$ cat config.mk
export PLATFORM = sky130hd
export DESIGN_NAME = uart_rx_framer
export DESIGN_NICKNAME = d
export VERILOG_FILES = /design/src/rtl/uart_rx_framer.sv
export SDC_FILE = /design/constraint.sdc
export NUM_CORES = 1
export LEC_CHECK = 0
export BUFFER_PORTS_ARGS = -buffer_cell sky130_fd_sc_hd__clkbuf_2
export CORE_MARGIN = 10
export CORE_UTILIZATION = 50
export DETAILED_ROUTE_END_ITERATION = 10
export MAX_ROUTING_LAYER = met4
export PLACE_DENSITY = 0.71
export SYNTH_ARGS = -nofsm -noshare
export SYNTH_HDL_FRONTEND = slang
export SYNTH_SLANG_ARGS = --single-unit
$ cat constraint.sdc
create_clock -name clk -period 1.6 [get_ports clk]
set_input_delay 0.24 -clock clk [delete_from_list [all_inputs] [get_ports clk]]
set_output_delay 0.24 -clock clk [all_outputs]
set_load 0.03 [all_outputs]
$ cat src/rtl/uart_rx_framer.sv
// 8N1 UART receiver: synchronizes UART_RXD, recovers frames and emits one-cycle DONE/FERR/PERR pulses.
// Optional parity check (8E1/8O1 selected by PARITY_ODD) is compiled in with `define UART_RX_PARITY_EN.
module uart_rx_framer #(
  parameter int CLKS_PER_BIT = 434,
  parameter int PARITY_ODD   = 0
) (
  input  logic       clk,
  input  logic       rst_n,
  input  logic       UART_RXD,
  output logic [7:0] RX_DATA,
  output logic       RX_DONE,
  output logic       RX_FERR,
  output logic       RX_PERR
);

  localparam int BW = $clog2(CLKS_PER_BIT);
  localparam logic [BW-1:0] BAUD_LAST = BW'(CLKS_PER_BIT - 1);
  localparam logic [BW-1:0] BAUD_HALF = BW'(CLKS_PER_BIT / 2 - 1);

  if (CLKS_PER_BIT < 4 || PARITY_ODD < 0 || PARITY_ODD > 1) begin : g_param_check
    $error("uart_rx_framer: illegal CLKS_PER_BIT or PARITY_ODD");
  end

  typedef enum logic [2:0] {
    S_IDLE,
    S_START,
    S_DATA,
`ifdef UART_RX_PARITY_EN
    S_PARITY,
`endif
    S_STOP,
    S_BREAK
  } state_t;

  state_t          state_q;
  logic            sync1_q, sync2_q, rxs_prev_q;
  logic [BW-1:0]   baud_q;
  logic [2:0]      bit_q;
  logic [7:0]      shift_q;
  logic [7:0]      data_q;
  logic            done_q, ferr_q, perr_q;
`ifdef UART_RX_PARITY_EN
  logic            par_bad_q;
`endif
  logic            rxs;

  assign rxs = sync2_q;

  always_ff @(posedge clk) begin
    if (!rst_n) begin
      state_q    <= S_IDLE;
      sync1_q    <= 1'b1;
      sync2_q    <= 1'b1;
      rxs_prev_q <= 1'b1;
      baud_q     <= '0;
      bit_q      <= '0;
      shift_q    <= '0;
      data_q     <= '0;
      done_q     <= 1'b0;
      ferr_q     <= 1'b0;
      perr_q     <= 1'b0;
`ifdef UART_RX_PARITY_EN
      par_bad_q  <= 1'b0;
`endif
    end else begin
      sync1_q    <= UART_RXD;
      sync2_q    <= sync1_q;
      rxs_prev_q <= sync2_q;
      done_q     <= 1'b0;
      ferr_q     <= 1'b0;
      perr_q     <= 1'b0;

      case (state_q)
        S_IDLE: begin
          baud_q <= '0;
          if (rxs_prev_q && !rxs) state_q <= S_START;
        end

        // Sample mid start bit; a line already back high was only a glitch.
        S_START: begin
          if (baud_q == BAUD_HALF) begin
            baud_q <= '0;
            bit_q  <= '0;
            state_q <= rxs ? S_IDLE : S_DATA;
          end else begin
            baud_q <= baud_q + 1'b1;
          end
        end

        S_DATA: begin
          if (baud_q == BAUD_LAST) begin
            baud_q  <= '0;
            shift_q <= {rxs, shift_q[7:1]};
            bit_q   <= bit_q + 1'b1;
            if (bit_q == 3'd7) begin
`ifdef UART_RX_PARITY_EN
              state_q <= S_PARITY;
`else
              state_q <= S_STOP;
`endif
            end
          end else begin
            baud_q <= baud_q + 1'b1;
          end
        end

`ifdef UART_RX_PARITY_EN
        S_PARITY: begin
          if (baud_q == BAUD_LAST) begin
            baud_q    <= '0;
            par_bad_q <= rxs ^ (^shift_q) ^ PARITY_ODD[0];
            state_q   <= S_STOP;
          end else begin
            baud_q <= baud_q + 1'b1;
          end
        end
`endif

        S_STOP: begin
          if (baud_q == BAUD_LAST) begin
            baud_q <= '0;
            if (rxs) begin
              state_q <= S_IDLE;
`ifdef UART_RX_PARITY_EN
              if (par_bad_q) begin
                perr_q <= 1'b1;
              end else begin
                data_q <= shift_q;
                done_q <= 1'b1;
              end
`else
              data_q <= shift_q;
              done_q <= 1'b1;
`endif
            end else begin
              ferr_q  <= 1'b1;
              state_q <= S_BREAK;
            end
          end else begin
            baud_q <= baud_q + 1'b1;
          end
        end

        // Held-low line: stay here so a break reports a single framing error.
        S_BREAK: begin
          baud_q <= '0;
          if (rxs) state_q <= S_IDLE;
        end

        default: state_q <= S_IDLE;
      endcase
    end
  end

  assign RX_DATA = data_q;
  assign RX_DONE = done_q;
  assign RX_FERR = ferr_q;
  assign RX_PERR = perr_q;

endmodule

==> metrics.csv <==
stage,metric,value,unit
status,status,finished clean,
yosys,synth_cell_type_count,39,
floorplanning,start_util,52.9,%
setup_path,arrival,1.82,ns
sta,period_minus_slack,1.54,ns
clocking,clk_pin_slew,0.11,ns
global_route,gr-usage-met2,19.9,%
detailed_routing,drt_wl_total,3480,um
setup_path,slowest_delay,0.41,ns
final_layout,antenna_cells,0,
sta,hold_violations,0,
yosys,netlist_instances,177,
sta,period_share,96.4,%
detailed_routing,routedWlPerCell,13.8,um
clocking,ctsHoldBuffers,0,
detailed_routing,vias_per_cell,5.38,
final_layout,stdcell_area,0.00199,mm^2
setup_path,cp_slowest_cell,or4_1,
floorplanning,die-area,0.00598,mm^2
yosys,synth_ff_type,dfxtp_1,
clocking,numCtsBuffers,5,
clocking,clock_path_buffers,2,
global_route,track_usage,12.1,%
final_layout,drive_gt1_share,26.9,%
global_route,grt_util_met1,13.7,%
floorplanning,core_area,0.00310,mm^2
global_route,busiest_layer,met2,
global_route,grt_max_degree,22,
placed_design,routabilityCongestion,0.873,
detailed_routing,drcViolationCount,0,
setup_path,cp_num_buf_inv,0,
yosys,synth_edf_count,0,
clocking,cts_max_level,2,
setup_path,crit_chain,ha_1 > and4bb_4 > nand4bb_4 > or4_1 > a21oi_1,
sta,fmax,648,MHz
sta,setup_viol,0,
floorplanning,die_y,77.3,um
detailed_routing,detail_route.iter0.violations,50,
yosys,synth_nets,185,
yosys,async_flop_share,0,%
placed_design,place_area,0.00184,mm^2
setup_path,worstSetupPathType,register to register,
clocking,clock-sinks,36,
setup_path,rrSetupSlack,0.06,ns
worst_hold_path,hold_class,input pin to register,
floorplanning,die_x,77.3,um
global_route,overflow,0,
detailed_routing,dr.pass1.iters,4,
global_route,grt_pass1_vias,1272,
setup_path,critPathRequiredTime,1.88,ns
power_and_ir_drop,powerDensity,770,mW/mm^2
clocking,cts-root-buf,clkbuf_4,
floorplanning,ioPinCount,14,
detailed_routing,vias,1355,
flow_run,cap_violations,0,
power_and_ir_drop,ir_worst_vdd,0.477,mV
yosys,synth-seq-cells,36,
global_route,grt_pass1_wl,5910,um
yosys,syn-cell-area,0.00164,mm^2
yosys,synth-seq-area-share,43.9,%
sta,grt_setup_unrepaired,true,
sta,fin_worst_skew,0.0103,ns
setup_path,cp_max_fo,4,
setup_path,cp-start-kind,register,
power_and_ir_drop,p_leak,0.000889,uW
final_layout,finalNetCount,215,
sta,holdWs,0.0789,ns
final_layout,syn_to_final_growth,21.1,%
placed_design,portBuffers,12,
clocking,cts_tree,yes,
setup_path,crit_family,simple AND/OR/NAND/NOR gates,
yosys,syn_area_per_cell,9.27,um^2
setup_path,end_kind,register,
global_route,antenna_found_initial,0,
sta,slew_violations,0,
clocking,insertion_delay,0.34,ns
yosys,yosysWarningCount,0,
placed_design,hpwl,2610,um
global_route,met3_usage,3.26,%
detailed_routing,ant_nets,0,
floorplanning,row_count,20,
## cell usage after synthesis (2+ instances only)
master / n / area (um^2)
dfxtp_1: 36 / 721
nor2_1: 22 / 82.6
mux2i_1: 17 / 170
nand2_1: 12 / 45.0
a21oi_1: 10 / 50.1
inv_1: 7 / 26.3
nor3_1: 6 / 30.0
o211ai_1: 6 / 45.0
clkbuf_1: 5 / 18.8
ha_1: 5 / 62.6
nand3_1: 5 / 25.0
nand2b_1: 4 / 25.0
xnor2_1: 4 / 35.0
and2_1: 3 / 18.8
o21ai_0: 3 / 15.0
and4b_1: 2 / 20.0
buf_2: 2 / 10.0
buf_4: 2 / 15.0
nand4_1: 2 / 12.5
nor4_1: 2 / 12.5
o21a_1: 2 / 15.0
o22ai_1: 2 / 12.5
or4_1: 2 / 15.0
## routing by layer
| layer | wire [um] | vias to the layer above | part of all wire (%) |
|---|---|---|---|
| li1 | - | 690 | - |
| met1 | 1540 | 628 | 44 |
| met2 | 1750 | 27 | 50 |
| met3 | 122 | 10 | 3.5 |
| met4 | 61 | 0 | 1.8 |
| met5 | 0 | - | 0 |
## where the power goes
group          total (uW)  switching [uW]  internal, uW  leakage [uW]
clock network         517             302           215     0.0000315
logic                96.6            57.2          39.3      0.000566
registers             918            12.5           905      0.000292
total                1530             371          1160      0.000889
## cell usage in the layout (no fill, tap or decap), types with 2 or more instances in the layout
| cell type | count |
|---|---|
| buf_4 | 20 |
| o21a_1 | 2 |
| a21oi_1 | 7 |
| xnor2_1 | 4 |
| nor3_1 | 6 |
| o21ai_0 | 3 |
| o211ai_1 | 6 |
| nand2b_1 | 4 |
| nand4_1 | 2 |
| nand2_1 | 11 |
| o22ai_1 | 2 |
| inv_1 | 5 |
| clkbuf_4 | 5 |
| inv_2 | 2 |
| dfxtp_2 | 2 |
| nor2_1 | 22 |
| ha_1 | 5 |
| dfxtp_1 | 34 |
| nor4_1 | 2 |
| clkbuf_2 | 12 |
| mux2i_1 | 17 |
| and2_1 | 3 |
| nand3_1 | 4 |
| a21oi_2 | 4 |
## final cells by class
| class | count | area, um^2 |
|---|---|---|
| repair buffers | 32 | 210 |
| clock inverters | 1 | 7.51 |
| fillers | 263 | 1110 |
| inverters | 7 | 26.3 |
| clock buffers | 7 | 55.1 |
| well taps | 44 | 55.1 |
| flip-flops and latches | 36 | 723 |
| multi-input cells | 125 | 911 |
## metrics by stage
stage	setup slack, ns	cells	total power (uW)	setup TNS [ns]	utilization (%)
after floorplan	0.00324	177	995	0	-
after global placement	-0.101	241	1020	-0.391	59.3
after detailed placement	-0.111	241	1020	-0.475	59.3
after CTS	-0.0112	249	1540	-0.0222	62.1
after global routing	-0.0445	252	1600	-0.104	64.1
final	0.0579	252	1530	0	64.1
## worst reg2reg max path, stage by stage, from the launching register on
cell and delay (ns):
dfxtp_2 0.36, ha_1 0.14, and4bb_4 0.29, nand4bb_4 0.14, or4_1 0.41, a21oi_1 0.14
## registers in the layout, summed over array words and instances (netlist names)
name and count:
baud_q 9, RX_DATA 8, shift_q 8, bit_q 3, state_q 3, RX_DONE 1
RX_FERR 1, rxs 1, rxs_prev_q 1, sync1_q 1
## logic make-up after synthesis
logic type                 count (synthesis)  share of synthesized area [%]
DFF                                       36                           43.9
xor gates and xnor gates                   4                           2.13
and+or+nand+nor                           67                           22.6
other                                      1                          0.228
buffers and inverters                     16                           4.27
AOI/OAI and AO/OA                         31                           12.7
muxes                                     17                           10.4
adders and majority gates                  5                           3.81
## path summary, 6_finish.rpt
check            start       end  cells after the start
min           UART_RXD   sync1_q                      2
min reg2reg    sync1_q       rxs                      1
max reg2reg  baud_q[0]  bit_q[1]                      5
max          baud_q[0]  bit_q[1]                      5
## timing repair
item                       CTS  global route
gates resized for setup      4            12
setup buffers                0             3
setup endpoints to repair   14            24
pin swaps                    1             6
No activity file was read; power rests on OpenSTA's default activity.
